`config.mk`:
```
export PLATFORM = sky130hd
export DESIGN_NAME = aud_rec_sram_writer_flat
export DESIGN_NICKNAME = d
export VERILOG_FILES = /design/src/rtl/aud_rec_sram_writer_if.sv /design/src/rtl/aud_rec_sram_writer.sv /design/src/flat_wrapper.sv
export SDC_FILE = /design/constraint.sdc
export NUM_CORES = 1
export LEC_CHECK = 0
export CAP_MARGIN = 20
export CORE_MARGIN = 1
export CORE_UTILIZATION = 48
export DETAILED_ROUTE_END_ITERATION = 6
export PLACE_DENSITY = 0.76
export SLEW_MARGIN = 20
export SYNTH_ARGS = -nofsm -noshare
export SYNTH_HDL_FRONTEND = slang
export SYNTH_SLANG_ARGS = --single-unit
```
`constraint.sdc`:
```
create_clock -name i_clk -period 2.49 [get_ports i_clk]
set_clock_uncertainty 0.2 [all_clocks]
set_input_delay 0.498 -clock i_clk [delete_from_list [all_inputs] [get_ports i_clk]]
set_output_delay 0.498 -clock i_clk [all_outputs]
set_load 0.01 [all_outputs]
```
`src/rtl/aud_rec_sram_writer_if.sv`:
```
`default_nettype none
// ============================================================================
// Module   : aud_rec_sram_writer_if
// Purpose  : Write-side SRAM pin bundle between the record writer and the
//            top-level SRAM pin mux.
// Revision : 1.0 - initial release
// ============================================================================
interface aud_rec_sram_writer_if;
    logic [19:0] o_SRAM_ADDR;
    logic [15:0] o_SRAM_DQ;
    logic        o_SRAM_DQ_OE;
    logic        o_SRAM_WE_N;
    logic        o_SRAM_CE_N;
    logic        o_SRAM_OE_N;
    logic        o_SRAM_LB_N;
    logic        o_SRAM_UB_N;

    modport master (
        output o_SRAM_ADDR, o_SRAM_DQ, o_SRAM_DQ_OE,
        output o_SRAM_WE_N, o_SRAM_CE_N, o_SRAM_OE_N, o_SRAM_LB_N, o_SRAM_UB_N
    );

    modport slave (
        input  o_SRAM_ADDR, o_SRAM_DQ, o_SRAM_DQ_OE,
        input  o_SRAM_WE_N, o_SRAM_CE_N, o_SRAM_OE_N, o_SRAM_LB_N, o_SRAM_UB_N
    );
endinterface
`default_nettype wire

```
`src/rtl/aud_rec_sram_writer.sv`:
```
`default_nettype none
// ============================================================================
// Module   : aud_rec_sram_writer
// Purpose  : Captures left-channel I2S ADC samples and writes one 16-bit word
//            per frame into external SRAM, with start/pause/stop control.
// Revision : 1.0 - initial release
// ============================================================================
module aud_rec_sram_writer #(
    parameter logic [19:0] ADDR_BASE   = 20'h00000,
    parameter logic [19:0] REC_LEN     = 20'h20000,
    parameter int          SYNC_STAGES = 2
) (
    input  logic                   i_clk,
    input  logic                   i_rst_n,
    input  logic                   i_start,
    input  logic                   i_pause,
    input  logic                   i_stop,
    input  logic                   i_AUD_BCLK,
    input  logic                   i_AUD_ADCLRCK,
    input  logic                   i_AUD_ADCDAT,
    aud_rec_sram_writer_if.master  sram,
    output logic                   o_busy,
    output logic                   o_done,
    output logic [19:0]            o_rec_len
);

    typedef enum logic [2:0] {
        S_IDLE   = 3'd0,
        S_WAIT_L = 3'd1,
        S_SHIFT  = 3'd2,
        S_W0     = 3'd3,
        S_W1     = 3'd4,
        S_W2     = 3'd5,
        S_PAUSED = 3'd6,
        S_DONE   = 3'd7
    } state_t;

    // Bit order inside the synchroniser word: {adcdat, adclrck, bclk}
    logic [2:0]  w_async;
    logic [2:0]  r_sync [SYNC_STAGES];
    logic [2:0]  w_sync;
    logic [1:0]  r_prev;
    logic        w_bclk_rise;
    logic        w_lrck_fall;
    logic        w_lrck_rise;
    logic        w_dat;

    state_t      r_state;
    state_t      w_next;
    logic        w_writing_next;

    logic [15:0] r_shift;
    logic [15:0] w_shift_next;
    logic [4:0]  r_bitcnt;
    logic        r_skip;
    logic        r_pause_pend;
    logic        r_stop_pend;
    logic [19:0] r_wr_addr;
    logic [19:0] r_rec_len;
    logic [19:0] w_len_inc;

    logic [15:0] r_dq;
    logic        r_dq_oe;
    logic        r_we_n;
    logic        r_busy;
    logic        r_done;

    assign w_async      = {i_AUD_ADCDAT, i_AUD_ADCLRCK, i_AUD_BCLK};
    assign w_sync       = r_sync[SYNC_STAGES-1];
    assign w_bclk_rise  =  w_sync[0] & ~r_prev[0];
    assign w_lrck_fall  = ~w_sync[1] &  r_prev[1];
    assign w_lrck_rise  =  w_sync[1] & ~r_prev[1];
    assign w_dat        =  w_sync[2];
    assign w_shift_next = {r_shift[14:0], w_dat};
    assign w_len_inc    = r_rec_len + 20'd1;

    always_comb begin
        w_next = r_state;
        case (r_state)
            S_IDLE: begin
                if (i_start) w_next = S_WAIT_L;
            end
            S_WAIT_L: begin
                if (i_stop)           w_next = S_DONE;
                else if (i_pause)     w_next = S_PAUSED;
                else if (w_lrck_fall) w_next = S_SHIFT;
            end
            S_SHIFT: begin
                // A right-channel LRCK edge before the 16th bit means a short frame
                if (i_stop)           w_next = S_DONE;
                else if (i_pause)     w_next = S_PAUSED;
                else if (w_lrck_rise) w_next = S_WAIT_L;
                else if (w_bclk_rise && !r_skip && (r_bitcnt == 5'd15))
                                      w_next = S_W0;
            end
            S_W0: w_next = S_W1;
            S_W1: w_next = S_W2;
            S_W2: begin
                if (i_stop || r_stop_pend)        w_next = S_DONE;
                else if (w_len_inc == REC_LEN)    w_next = S_DONE;
                else if (i_pause || r_pause_pend) w_next = S_PAUSED;
                else                              w_next = S_WAIT_L;
            end
            S_PAUSED: begin
                if (i_stop)       w_next = S_DONE;
                else if (i_pause) w_next = S_WAIT_L;
            end
            S_DONE:  w_next = S_IDLE;
            default: w_next = S_IDLE;
        endcase
    end

    assign w_writing_next = (w_next == S_W0) || (w_next == S_W1) || (w_next == S_W2);

    always_ff @(posedge i_clk or negedge i_rst_n) begin
        if (!i_rst_n) begin
            for (int i = 0; i < SYNC_STAGES; i++) r_sync[i] <= 3'b000;
            r_prev       <= 2'b00;
            r_state      <= S_IDLE;
            r_shift      <= 16'h0000;
            r_bitcnt     <= 5'd0;
            r_skip       <= 1'b0;
            r_pause_pend <= 1'b0;
            r_stop_pend  <= 1'b0;
            r_wr_addr    <= ADDR_BASE;
            r_rec_len    <= 20'd0;
            r_dq         <= 16'h0000;
            r_dq_oe      <= 1'b0;
            r_we_n       <= 1'b1;
            r_busy       <= 1'b0;
            r_done       <= 1'b0;
        end else begin
            r_sync[0] <= w_async;
            for (int i = 1; i < SYNC_STAGES; i++) r_sync[i] <= r_sync[i-1];
            r_prev  <= w_sync[1:0];
            r_state <= w_next;

            if (r_state == S_IDLE && i_start) begin
                r_wr_addr <= ADDR_BASE;
                r_rec_len <= 20'd0;
            end

            if (r_state == S_WAIT_L && w_next == S_SHIFT) begin
                r_skip   <= 1'b1;
                r_bitcnt <= 5'd0;
            end else if (r_state == S_SHIFT && w_bclk_rise) begin
                if (r_skip) begin
                    r_skip <= 1'b0;
                end else begin
                    r_shift  <= w_shift_next;
                    r_bitcnt <= r_bitcnt + 5'd1;
                end
            end

            // Pause/stop seen mid-write are held until the hold cycle finishes
            if (r_state == S_W0 || r_state == S_W1) begin
                if (i_pause) r_pause_pend <= 1'b1;
                if (i_stop)  r_stop_pend  <= 1'b1;
            end else if (r_state == S_W2) begin
                r_pause_pend <= 1'b0;
                r_stop_pend  <= 1'b0;
                r_wr_addr    <= r_wr_addr + 20'd1;
                r_rec_len    <= w_len_inc;
            end

            if (r_state == S_SHIFT && w_next == S_W0) r_dq <= w_shift_next;
            else if (!w_writing_next)                 r_dq <= 16'h0000;

            r_dq_oe <= w_writing_next;
            r_we_n  <= (w_next != S_W1);
            r_busy  <= (w_next != S_IDLE) && (w_next != S_DONE);
            r_done  <= (w_next == S_DONE);
        end
    end

    assign sram.o_SRAM_ADDR  = r_wr_addr;
    assign sram.o_SRAM_DQ    = r_dq;
    assign sram.o_SRAM_DQ_OE = r_dq_oe;
    assign sram.o_SRAM_WE_N  = r_we_n;
    assign sram.o_SRAM_CE_N  = 1'b0;
    assign sram.o_SRAM_OE_N  = 1'b1;
    assign sram.o_SRAM_LB_N  = 1'b0;
    assign sram.o_SRAM_UB_N  = 1'b0;

    assign o_busy    = r_busy;
    assign o_done    = r_done;
    assign o_rec_len = r_rec_len;

endmodule
`default_nettype wire

```
`src/flat_wrapper.sv`:
```
// flat-port wrapper written by rule: the top's interface ports become plain ports
module aud_rec_sram_writer_flat 
#(
    parameter logic [19:0] ADDR_BASE   = 20'h00000,
    parameter logic [19:0] REC_LEN     = 20'h20000,
    parameter int          SYNC_STAGES = 2
)
  (i_clk, i_rst_n, i_start, i_pause, i_stop, i_AUD_BCLK, i_AUD_ADCLRCK, i_AUD_ADCDAT, o_busy, o_done, o_rec_len, sram_o_SRAM_ADDR, sram_o_SRAM_DQ, sram_o_SRAM_DQ_OE, sram_o_SRAM_WE_N, sram_o_SRAM_CE_N, sram_o_SRAM_OE_N, sram_o_SRAM_LB_N, sram_o_SRAM_UB_N);
  aud_rec_sram_writer_if sram_i ();
  input  logic i_clk;
  input  logic i_rst_n;
  input  logic i_start;
  input  logic i_pause;
  input  logic i_stop;
  input  logic i_AUD_BCLK;
  input  logic i_AUD_ADCLRCK;
  input  logic i_AUD_ADCDAT;
  output logic o_busy;
  output logic o_done;
  output logic [19:0] o_rec_len;
  output wire logic [$bits(sram_i.o_SRAM_ADDR)-1:0] sram_o_SRAM_ADDR;
  output wire logic [$bits(sram_i.o_SRAM_DQ)-1:0] sram_o_SRAM_DQ;
  output wire logic [$bits(sram_i.o_SRAM_DQ_OE)-1:0] sram_o_SRAM_DQ_OE;
  output wire logic [$bits(sram_i.o_SRAM_WE_N)-1:0] sram_o_SRAM_WE_N;
  output wire logic [$bits(sram_i.o_SRAM_CE_N)-1:0] sram_o_SRAM_CE_N;
  output wire logic [$bits(sram_i.o_SRAM_OE_N)-1:0] sram_o_SRAM_OE_N;
  output wire logic [$bits(sram_i.o_SRAM_LB_N)-1:0] sram_o_SRAM_LB_N;
  output wire logic [$bits(sram_i.o_SRAM_UB_N)-1:0] sram_o_SRAM_UB_N;
  assign sram_o_SRAM_ADDR = sram_i.o_SRAM_ADDR;
  assign sram_o_SRAM_DQ = sram_i.o_SRAM_DQ;
  assign sram_o_SRAM_DQ_OE = sram_i.o_SRAM_DQ_OE;
  assign sram_o_SRAM_WE_N = sram_i.o_SRAM_WE_N;
  assign sram_o_SRAM_CE_N = sram_i.o_SRAM_CE_N;
  assign sram_o_SRAM_OE_N = sram_i.o_SRAM_OE_N;
  assign sram_o_SRAM_LB_N = sram_i.o_SRAM_LB_N;
  assign sram_o_SRAM_UB_N = sram_i.o_SRAM_UB_N;
  aud_rec_sram_writer #(.ADDR_BASE(ADDR_BASE), .REC_LEN(REC_LEN), .SYNC_STAGES(SYNC_STAGES)) u_core (.i_clk(i_clk), .i_rst_n(i_rst_n), .i_start(i_start), .i_pause(i_pause), .i_stop(i_stop), .i_AUD_BCLK(i_AUD_BCLK), .i_AUD_ADCLRCK(i_AUD_ADCLRCK), .i_AUD_ADCDAT(i_AUD_ADCDAT), .sram(sram_i), .o_busy(o_busy), .o_done(o_done), .o_rec_len(o_rec_len));
endmodule
```
* After elaboration in Yosys (flattened, before gate mapping) *
Cells that the tools add are included.

storage, ports and cells
  logic and storage cells = 100
  bits of input ports = 8
  flip-flop bits (word level) = 94

cells by class
  bitwise gates (word level) = 8
  multiplexer cells = 32
  $add $sub $neg = 3
  reductions and logical operators = 21
  equal/unequal tests = 20

operators with widths
  kind                     count
  $mux W20                 6
  $add A20 B1 Y20 const B  2
  $mux W3                  13
  $mux W16                 2
  $pmux W3 S8              1
  $eq A3 B3 Y1 const B     7
  $eq A20 B18 Y1 const B   1
  $mux W5                  3
  $eq A3 B2 Y1 const B     4
  $ne A2 B2 Y1 const B     4
  $logic_and A1 B1 Y1      7
  $mux W1                  7
  $ne A3 B3 Y1 const B     2
  $reduce_and A2 Y1        3
  $add A5 B1 Y5 const B    1
  $eq A5 B4 Y1 const B     1
  $logic_or A1 B1 Y1       5
  $not A1 Y1               5
  $reduce_bool A2 Y1       2
  $and A1 B1 Y1            3
  $eq A3 B1 Y1 const B     1
  $logic_not A3 Y1         1
  $reduce_and A3 Y1        1
  $reduce_bool A3 Y1       1
  $logic_not A1 Y1         1

* Longest topological paths before layout *
Gate-level depths: netlist of the first run.

  depth in word-level cells = 14
  mapped depth = 10
  gate-level depth less buffers = 10

* Worst setup path after synthesis of the first run *
Ideal clock, no wire load.

  kind = register to register
  from = register u_core.r_rec_len[0], in the netlist u_core.o_rec_len[0]
  to = register u_core.r_busy, in the netlist u_core.o_busy
  setup time = 0.134 ns
  path slack = 0.067 ns
  stages on the path, launching flop included = 9
  data arrival time = 2.090 ns
  path buffers = 0
  cell sequence = dfrtp_1 -> ha_1 -> nand3_1 -> nor4_1 -> mux2i_1 -> o2111ai_2 -> o21bai_2 -> and2_4 -> a32oi_1

on the way
  cells in the longest elaborated chain, start to end = 7
  elaborated cells on any way between the ends = 8
  those cells by class = 1 x add/sub; 2 x eq/ne; 3 x mux; 2 x reduce/logical

ends and longest elaborated chain
  element                                                    RTL line                    text
  start: declaration                                         aud_rec_sram_writer.sv:59   logic [19:0] r_rec_len;
  start signal: assignment                                   aud_rec_sram_writer.sv:163  r_rec_len <= w_len_inc;
  $add A20 B1 Y20 *                                          aud_rec_sram_writer.sv:75   assign w_len_inc = r_rec_len + 20'd1;
  $eq A20 B18 Y1 *                                           aud_rec_sram_writer.sv:100  else if (w_len_inc == REC_LEN) w_next = S_DONE;
  $mux W3 *                                                  aud_rec_sram_writer.sv:100
  $mux W3 *                                                  aud_rec_sram_writer.sv:99   if (i_stop || r_stop_pend) w_next = S_DONE;
  $pmux W3 S8 *                                              aud_rec_sram_writer.sv:79   case (r_state)
  net u_core.w_next[0]                                       aud_rec_sram_writer.sv:49   state_t w_next;
  $ne A3 B3 Y1 / $reduce_bool A3 Y1 (equally long branches)  aud_rec_sram_writer.sv:171  r_busy <= (w_next != S_IDLE) && (w_next != S_DONE);
  $logic_and A1 B1 Y1 *                                      aud_rec_sram_writer.sv:171
  end signal: assignment                                     aud_rec_sram_writer.sv:171
  end: declaration                                           aud_rec_sram_writer.sv:65   logic r_busy;

The timed path passes the listed nets; every way through them passes the cells marked *.
A chain may end at the register's enable or synchronous reset.

* Final worst setup path of the first run *
  from = register u_core.r_bitcnt[0]
  to = register u_core.r_dq[9], in the netlist u_core.sram.o_SRAM_DQ[9]

on the way
  cells in the longest elaborated chain, start to end = 11
  elaborated cells on any way between the ends = 15
  those cells by class = 5 x eq/ne; 6 x mux; 4 x reduce/logical

ends and longest elaborated chain
  element                                              RTL line                                                text
  start: declaration                                   aud_rec_sram_writer.sv:54                               logic [4:0] r_bitcnt;
  start signal: assignment                             aud_rec_sram_writer.sv:151                              r_bitcnt <= r_bitcnt + 5'd1;
  $eq A5 B4 Y1 *                                       aud_rec_sram_writer.sv:93                               else if (w_bclk_rise && !r_skip && (r_bitcnt == 5'd15))
  $logic_and A1 B1 Y1 *                                aud_rec_sram_writer.sv:93
  $mux W3 *                                            aud_rec_sram_writer.sv:93
  $mux W3 *                                            aud_rec_sram_writer.sv:92                               else if (w_lrck_rise) w_next = S_WAIT_L;
  $mux W3 *                                            aud_rec_sram_writer.sv:91                               else if (i_pause) w_next = S_PAUSED;
  $mux W3 *                                            aud_rec_sram_writer.sv:90                               if (i_stop) w_next = S_DONE;
  $pmux W3 S8 *                                        aud_rec_sram_writer.sv:79
  $eq A3 B2 Y1 / $eq A3 B3 Y1 (equally long branches)  aud_rec_sram_writer.sv:113, aud_rec_sram_writer.sv:166
  $logic_or A1 B1 Y1 (2 in a row)                      aud_rec_sram_writer.sv:113                              assign w_writing_next = (w_next == S_W0) || (w_next == S_W1) || (w_next == S_W2);
  $ne A2 B2 Y1 (no line)                               n/a
  end signal: assignment                               aud_rec_sram_writer.sv:166                              if (r_state == S_SHIFT && w_next == S_W0) r_dq <= w_shift_next;
  end: declaration                                     aud_rec_sram_writer.sv:62                               logic [15:0] r_dq;

Mark *: on every way between the ends. The rest lies on a longest branch, timed or not.

==> results of run 1 <==
sequential cells by signal (all words and copies together), names as in the netlist:
signal	cells
u_core.o_busy	1
u_core.o_done	1
u_core.o_rec_len	20
u_core.r_bitcnt	5
u_core.r_pause_pend	1
u_core.r_prev	2
u_core.r_shift	15
u_core.r_skip	1
u_core.r_state	3
u_core.r_stop_pend	1
u_core.r_sync	3
u_core.sram.o_SRAM_ADDR	20
u_core.sram.o_SRAM_DQ	16
u_core.sram.o_SRAM_DQ_OE	1
u_core.sram.o_SRAM_WE_N	1
u_core.w_sync	3
power groups by stage:
| stage | registers [mW] | clock network (mW) | logic [mW] |
|---|---|---|---|
| after floorplan | 2.11 | 0 | 1.04 |
| final | 2.11 | 1.02 | 2.06 |
| after detailed placement | 2.13 | 0 | 1.88 |
| after global routing | 2.15 | 1.12 | 2.25 |
| after global placement | 2.11 | 0 | 1.83 |
| after CTS | 2.10 | 1.04 | 1.90 |
what timing repair did:
action,in CTS,in global routing
hold buffers,1,0
pin swaps,1,7
buffers inserted,0,7
gates resized for setup,2,18
cloned,0,2
hold endpoints to repair,44,0
endpoints found under the setup margin,5,21
routing by layer:
| metal | wire [µm] | part of all wire | up-vias |
|---|---|---|---|
| met5 | 0 | 0 | - |
| met4 | 66 | 0.0064 | 0 |
| met3 | 529 | 0.051 | 11 |
| met2 | 5150 | 0.50 | 118 |
| met1 | 4620 | 0.45 | 1828 |
| li1 | - | - | 1763 |
layout by cell type, fill, tap and decap left out, types with 5 or more instances in the layout:
cell type and n:
a21oi_1 7, a22o_1 18, and3_1 10, buf_12 5, buf_4 38, clkbuf_8 9, clkdlybuf4s50_1 66, dfrtp_1 87
dfrtp_2 6, inv_1 5, mux2_2 15, mux2i_1 5, nand2_1 44, nand3_1 31, nand4_1 11, nor2_1 28
o21ai_0 53, xnor2_1 6, xor2_1 7
layout make-up:
cell class              count  area, µm²  area share
multi-input cells         310       2070       0.351
repair buffers            112       1110       0.188
well taps                 111        139      0.0236
clock buffers               9        124      0.0210
inverters                   5       18.8     0.00319
flip-flops and latches     94       2360       0.401
clock inverters             7       75.1      0.0127
worst max-delay path: stages, from the launching register on:
cell and delay [ps]:
dfrtp_1 410, ha_2 200, and3_4 190, ha_4 120
nand4bb_1 180, a2111oi_2 340, nor2_1 70, o21ai_1 120
nor3b_4 270, buf_12 150, clkbuf_16 140, a22o_1 110
path summary, 6_finish.rpt:
kind,start,endpoint,slack (ps),cells after the start
max reg2reg,u_core.r_bitcnt[0]$_DFFE_PN0P_,u_core.sram.o_SRAM_DQ[9]$_DFFE_PN0P_,-80,11
min,u_core.r_sync[3]$_DFF_PN0_,u_core.w_sync[0]$_DFF_PN0_,160,0
max in group asynchronous,i_rst_n,u_core.sram.o_SRAM_WE_N$_DFF_PN1_,970,3
min in group asynchronous,i_rst_n,u_core.o_rec_len[8]$_DFF_PN0_,460,2
max,u_core.r_bitcnt[0]$_DFFE_PN0P_,u_core.sram.o_SRAM_DQ[9]$_DFFE_PN0P_,-80,11
min reg2reg,u_core.r_sync[3]$_DFF_PN0_,u_core.w_sync[0]$_DFF_PN0_,160,0
stage by stage:
step | instance area [µm²] | hold WS [ps]
2_1_floorplan | 4540 | 2.41
3_3_place_gp | 5500 | 131
3_5_place_dp | 5500 | 135
4_1_cts | 5710 | 159
5_1_grt | 5890 | 178
6_report | 5890 | 157
cells by family after synthesis:
group / Yosys count / synth area share
simple gates: 166 / 0.200
compound gates: 102 / 0.152
buf+inv: 32 / 0.0395
flops: 94 / 0.520
other cells: 2 / 0.00166
mux: 20 / 0.0484
fa+ha+maj: 5 / 0.0135
xor+xnor: 13 / 0.0251
==> metrics.txt, run 1 <==
DR DRC count=0; Die ar.=9830 µm²; Peak supply drop=0.000602 V; DR WL/cell=16.0 µm; Die W=99.1 µm; switching share of power=0.378; Max H-tree Level=3; busiest layer in global routing=met2; Total Power=5.19 mW; antenna diode count=0; Slew Viols, Final=0; first-pass GRT wire length=17000 µm; post-synthesis sequential area ratio=0.520; Finished Core Util=0.641; GR Util met2=0.366; Data required, critical path=2600 ps; Hold WC Path Type=reg2reg; CP max FO=8; syn_area_per_cell=10.4 µm²; relative slew slack=0.574; WS Path Type=reg2reg; flops & latches, synth=94; setup violators final=18; period utilization=1.03; post-synthesis async set-or-reset flop share=1.00; area delta synth->final=30.1%; Max Cap Viol=0; Core Box Area=9200 µm²; cell with the most instances after synthesis=dfrtp_1; TritonCTS Buffers=9; DR vias=3720; IO Port Bufs=67; EDFF count, synth=0; gr ovfl total=0; hpwl dp=6860 µm; status=complete, but fails checks; worst-skew pair later-pin latency=370 ps; critical path arrival=2680 ps; clock power share=0.197; pwr dens=882 nW/µm²; GRT Overall Usage=0.218; RSZ-0062 raised after global routing=true; ys flop type=dfrtp_1; dpl cells=622; internal cell power=3.23 mW; Starting DRT DRC Count=150; top post-synthesis cells by area=dfrtp_1 51%, o21ai_0 6.1%, mux2_2 3.7%, nand2_1 3.6%, a22o_1 3.5%; Distinct cells, synth=63; Psw=1.96 mW; synthesized area=4530 µm²; row count=35; Fillers=743; number of global-route vias before repair=3642; synth cell count leaders=93 x dfrtp_1, 55 x o21ai_0, 44 x nand2_1; grt met3 use=0.0422; post-synth top area share=0.514; Tmin final=2570 ps; # IOs=72; final WL=10400 µm; startpoint types=flop; Die Y-Extent=99.1 µm; drt via density=5.74; GPL Wtd Cong=0.908; failing checks=negative setup slack; Worst-path clk slew=100 ps; met1 Resource Use GR=0.287; critical path endpoint category=flop; area leader, netlist=dfrtp_1; fmax=388 MHz; min setup slack post-route=-84.5 ps; TritonCTS clock tree=done; Routed Antenna Nets=0; initial antenna violation count=0; Nets=544; Sink Count=94; cells after synthesis=434; pre-CTS setup slack=-107 ps; worst-margin pin slew=637 ps; count of final hold-check violations=0; P_leak=2.56 nW; TritonRoute pass-1 iters=4; layout cell share with drive strength beyond 1=0.209; Ys Warns=0; largest net degree at the start of global routing=47; part of the power in registers=0.406; Final TNS setup=-1120 ps; Non-Filler Instances=648; maximum clock insertion buffer count=2; clk root buf=clkbuf_8; combinational share of power=0.398; initial core utilization=0.492
No activity file was read; power rests on OpenSTA's default activity.
==> inputs of run 2 (changes only) <==
Settings changed: REMOVE_ABC_BUFFERS set to 1.
==> run 2 against run 1 <==
- the flow now finishes without violations
- sequential cell count is the same
- non-clock buffer count is the same
- global-route usage shrank 0.78 points
- sequential share of layout area grew 0.28 points
- maximum frequency grew 7.2%
- largest power group unchanged
- clock power grew 4%
- register-to-register slack gained 170 ps
- die area is the same
==> metrics.txt, run 2 (synthesis gave the netlist of run 1 again) <==
most common cell after layout, fill and taps aside=dfrtp_1; Nets=544 (unchanged); critical path arrival=2440 ps (-240 ps); DR vias=3695 (-0.67%); status=finished, final reports clean; Die Y-Extent=99.1 µm (unchanged); clk root buf=clkbuf_8; Worst-path clk slew=100 ps (about the same); count of final hold-check violations=0 (unchanged); GPL Wtd Cong=0.833 (-8.3%); Max Cap Viol=0 (unchanged); number of global-route vias before repair=3568 (-2.0%); Slew Viols, Final=0 (unchanged); initial antenna violation count=0 (unchanged); gr ovfl total=0 (unchanged); placed cell areas=5510 µm² (+0.32%); Tmin final=2400 ps (-173 ps); CP max FO=6 (-2); most frequent cells in the layout=90 x dfrtp_1, 66 x clkdlybuf4s50_1, 53 x o21ai_0; R2R depth=8 (-3); Data required, critical path=2530 ps (-70 ps); drt via density=5.70 (-0.67%); startpoint types=flop; Die W=99.1 µm (unchanged); DR DRC count=0 (unchanged); layout cell share with drive strength beyond 1=0.201 (-0.00745); pwr dens=891 nW/µm² (+1.1%); RSZ-0062 raised after global routing=true; first-pass GRT wire length=16400 µm (-3.7%); IO Port Bufs=67 (unchanged); min setup slack post-route=88.2 ps (+173 ps); Sink Count=94 (unchanged); Core Box Area=9200 µm² (unchanged); DR WL/cell=15.6 µm (-2.6%); TritonCTS Buffers=9 (unchanged); P_leak=2.56 nW (-0.37%); final instance area=5840 µm² (-0.85%); row count=35 (unchanged); largest net degree at the start of global routing=75 (+60%); GRT Overall Usage=0.210 (-0.00777); fmax=416 MHz (+7.2%); Hold WC Path Type=reg2reg; Starting DRT DRC Count=172 (+15%); WS Path Type=reg2reg; period utilization=0.965 (-0.0693); Peak supply drop=0.000481 V (-20%); Routed Antenna Nets=0 (unchanged); Min-Delay Path Depth=0 (unchanged); Die ar.=9830 µm² (unchanged); TritonCTS clock tree=done; pre-CTS setup slack=-167 ps (-59.4 ps); Max H-tree Level=3 (unchanged); worst-skew pair later-pin latency=360 ps (about the same); antenna diode count=0 (unchanged); initial core utilization=0.492 (unchanged); # IOs=72 (unchanged); final WL=10100 µm (-2.6%); TritonRoute pass-1 iters=4 (unchanged); maximum clock insertion buffer count=2 (unchanged); area delta synth->final=29.0%; worst-margin pin slew=642 ps (+5.19 ps); hpwl dp=6930 µm (+1.1%); setup violators final=0 (-18); critical path endpoint category=flop; relative slew slack=0.571 (-0.00347)
## run 2: area by class of cell
| class | count | area, µm² |
|---|---|---|
| Clock inverter | 6 | 70.1 |
| Timing Repair Buffer | 112 | 1050 |
| Fill cell | 720 | 3360 |
| Tap cell | 111 | 139 |
| Clock buffer | 10 | 138 |
| Sequential cell | 94 | 2360 |
| Multi-Input combinational cell | 310 | 2060 |
| Inverter | 5 | 18.8 |
## run 2: repair_timing
action                                  in CTS  in global routing
hold buffers                                 1                  0
buffers inserted                             0                  5
resized for setup                            3                 17
hold endpoints to repair                    20                  0
endpoints found under the setup margin      13                 22
pin swaps                                    0                  7
## run 2: final timing paths
check	from	end	slack (ps)
worst min-delay path	u_core.r_sync[4]$_DFF_PN0_	u_core.w_sync[1]$_DFF_PN0_	150
worst max register to register	u_core.o_rec_len[3]$_DFF_PN0_	u_core.o_busy$_DFF_PN0_	90
worst max-delay path	u_core.o_rec_len[3]$_DFF_PN0_	u_core.o_busy$_DFF_PN0_	90
worst min register to register	u_core.r_sync[4]$_DFF_PN0_	u_core.w_sync[1]$_DFF_PN0_	150
min in group asynchronous	i_rst_n	u_core.o_rec_len[10]$_DFF_PN0_	370
max in group asynchronous	i_rst_n	u_core.sram.o_SRAM_WE_N$_DFF_PN1_	1030
## run 2: critical path, cell delays in order, from the launching register on
cell,delay (ps)
dfrtp_1,420
buf_4,170
and4_4,210
and2_4,170
a2111oi_4,440
o2111ai_4,230
o21bai_2,180
and2_4,170
a32oi_1,90
## run 2: layer usage
layer  up-vias  global-route usage  wire length, µm
met4         0              0.0905               98
li1       1764                   -                -
met1      1810               0.270             4510
met5         -                   0                0
met3        10              0.0344              416
met2       111               0.354             5070
## run 2: power breakdown
part,internal [mW],switching [mW],total [mW]
Combinational,1.00,1.05,2.05
Clock,0.499,0.557,1.06
Sequential,1.81,0.293,2.10
Total,3.30,1.90,5.21
## run 2: through the flow
step                TNS, ps  hold slack [ps]   util  total power, mW  cells
global route          -51.8              165  0.635             5.52    648
finish                    0              154  0.635             5.21    648
detailed placement    -2820              135  0.599             4.06    626
global placement      -1760              137  0.599             3.98    626
CTS                   -1.36              155  0.624             5.12    643
floorplan             -5280             2.41      -             3.03    409
==> inputs of run 3 (changes only) <==
Settings changed: CORE_MARGIN 1 to unset, GPL_ROUTABILITY_DRIVEN set to 0.
==> run 3 against run 2 <==
- worst hold slack better by 3.5 ps
- register-to-register slack about the same
- largest power group unchanged
- via count up 0.14%
- total power up 1.5%
- setup slack worse by 2.8 ps
- largest cell class unchanged
- critical path depth up 3
==> metrics.txt, run 3 (synthesis gave the netlist of run 1 again) <==
DR DRC count=0 (unchanged); number of global-route vias before repair=3456 (-3.1%); antenna diode count=0 (unchanged); maximum clock insertion buffer count=2 (unchanged); combinational share of power=0.397 (+0.003); TritonRoute pass-1 iters=4 (unchanged); CP max FO=4 (-2); Starting DRT DRC Count=117 (-32%); slowest CP cell=dfrtp_1; switching share of power=0.364 (-0.00156); gr ovfl total=0 (unchanged); count of final hold-check violations=0 (unchanged); initial antenna violation count=0 (unchanged); Fillers=725 (+0.69%); layout cell share with drive strength beyond 1=0.206 (+0.00520); TritonCTS clock tree=done; row count=35 (unchanged); Die ar.=9830 µm² (unchanged); relative slew slack=0.580 (+0.00930); fmax=416 MHz (-0.11%); Worst-path clk slew=100 ps (about the same); Non-Filler Instances=649 (+0.15%); startpoint types=flop; Psw=1.92 mW (+1.1%); drt via density=5.70 (about the same); Max H-tree Level=3 (unchanged); Sink Count=94 (unchanged); pwr dens=887 nW/µm² (-0.52%); worst-skew pair later-pin latency=360 ps (about the same); status=finished, final reports clean; cell breakdown of the critical path=ha_2 > and3_4 > ha_4 > nand4bb_4 > a2111oi_4 > nor2_1 > o21ai_1 > nor3b_4 > buf_12 > clkbuf_16 > a22o_1; most frequent cells in the layout=91 x dfrtp_1, 66 x clkdlybuf4s50_1, 53 x o21ai_0; clk root buf=clkbuf_8; DR vias=3700 (+0.14%); TritonCTS Buffers=9 (unchanged); dpl cells=623 (-0.48%); clock power share=0.203 (about the same); period utilization=0.966 (+0.00111); Data required, critical path=2580 ps (+50 ps); Die W=99.1 µm (unchanged); Routed Antenna Nets=0 (unchanged); Core Box Area=9200 µm² (unchanged); final WL=10200 µm (+0.88%); pre-CTS setup slack=-157 ps (+9.92 ps); most common cell after layout, fill and taps aside=dfrtp_1; critical path arrival=2500 ps (+60 ps); GRT Overall Usage=0.214 (+0.00370); setup violators final=0 (unchanged); Slew Viols, Final=0 (unchanged); Peak supply drop=0.000619 V (+29%); worst-margin pin slew=628 ps (-13.9 ps); first-pass GRT wire length=16600 µm (+1.7%); Die Y-Extent=99.1 µm (unchanged); min setup slack post-route=85.4 ps (-2.76 ps); largest net degree at the start of global routing=68 (-9.3%); hpwl dp=6870 µm (-0.94%); P_leak=2.59 nW (+1.4%); area delta synth->final=31.6%; # IOs=72 (unchanged); IO Port Bufs=67 (unchanged); Hold WC Path Type=reg2reg; CP peak stage delay=370 ps (-70 ps); internal cell power=3.36 mW (+1.8%); Nets=545 (+0.18%); critical path endpoint category=flop; Tmin final=2400 ps (+2.76 ps); WS Path Type=reg2reg; Max Cap Viol=0 (unchanged); DR WL/cell=15.7 µm (+0.73%); initial core utilization=0.492 (unchanged); part of the power in registers=0.399 (-0.004)
-- run 3: critical path, delay by kind of cell (launching register included) --
family | cells | cell delay [ps]
AND/OR/NAND/NOR | 4 | 660
adder cells (fa/ha/maj) | 2 | 310
AO/OA/AOI/OAI | 3 | 520
buffers and inverters | 2 | 280
flip-flops | 1 | 370
-- run 3: layer usage --
metal  vias up  GRT usage  part of all wire
met2        87      0.354              0.50
met3        12     0.0457             0.034
met1      1840      0.289              0.46
met5         -          0                 0
met4         0     0.0554             0.013
li1       1761          -                 -
-- run 3: power by group through the flow --
stage | Clock [mW] | Combinational (mW) | Sequential [mW]
global route | 1.17 | 2.30 | 2.15
detailed placement | 0 | 1.92 | 2.12
CTS | 1.10 | 1.93 | 2.10
finish | 1.07 | 2.10 | 2.11
floorplan | 0 | 0.827 | 2.20
global placement | 0 | 1.86 | 2.10
-- run 3: layout make-up --
type | instances | area [µm²] | area share
inverter | 5 | 18.8 | 0.00315
timing repair buffer | 113 | 1120 | 0.187
sequential | 94 | 2360 | 0.395
clock buffer | 10 | 138 | 0.0231
clock inverter | 6 | 75.1 | 0.0126
tap | 111 | 139 | 0.0233
multi-input combinational | 310 | 2120 | 0.355
-- run 3: timing repair --
action                                  4_1_cts  5_1_grt
pin swaps                                     0       10
cloned                                        0        2
endpoints found under the setup margin       17       21
hold buffers                                  1        0
endpoints found under the hold margin        27        0
resized for setup                             3       20
buffers inserted                              0        7
-- run 3: metrics by stage --
| stage | TNS [ps] | hold slack, ps | utilization | power (mW) | instance area (µm²) |
|---|---|---|---|---|---|
| 2_1_floorplan | -5280 | 2.41 | - | 3.03 | 4380 |
| 3_3_place_gp | -1890 | 132 | 0.598 | 3.96 | 5500 |
| 3_5_place_dp | -2480 | 137 | 0.598 | 4.04 | 5500 |
| 4_1_cts | 0 | 160 | 0.624 | 5.12 | 5740 |
| 5_1_grt | -502 | 169 | 0.648 | 5.62 | 5960 |
| 6_report | 0 | 157 | 0.648 | 5.29 | 5960 |
-- run 3: final timing paths --
check / slack [ps] / endpoint / cells past startpoint / from
setup / recovery: 90 / u_core.sram.o_SRAM_DQ[1]$_DFFE_PN0P_ / 11 / u_core.r_bitcnt[0]$_DFFE_PN0P_
hold reg to reg: 160 / u_core.w_sync[1]$_DFF_PN0_ / 0 / u_core.r_sync[4]$_DFF_PN0_
setup reg to reg: 90 / u_core.sram.o_SRAM_DQ[1]$_DFFE_PN0P_ / 11 / u_core.r_bitcnt[0]$_DFFE_PN0P_
max in group asynchronous: 1000 / u_core.sram.o_SRAM_WE_N$_DFF_PN1_ / 3 / i_rst_n
hold / removal: 160 / u_core.w_sync[1]$_DFF_PN0_ / 0 / u_core.r_sync[4]$_DFF_PN0_
min in group asynchronous: 390 / u_core.o_rec_len[10]$_DFF_PN0_ / 2 / i_rst_n
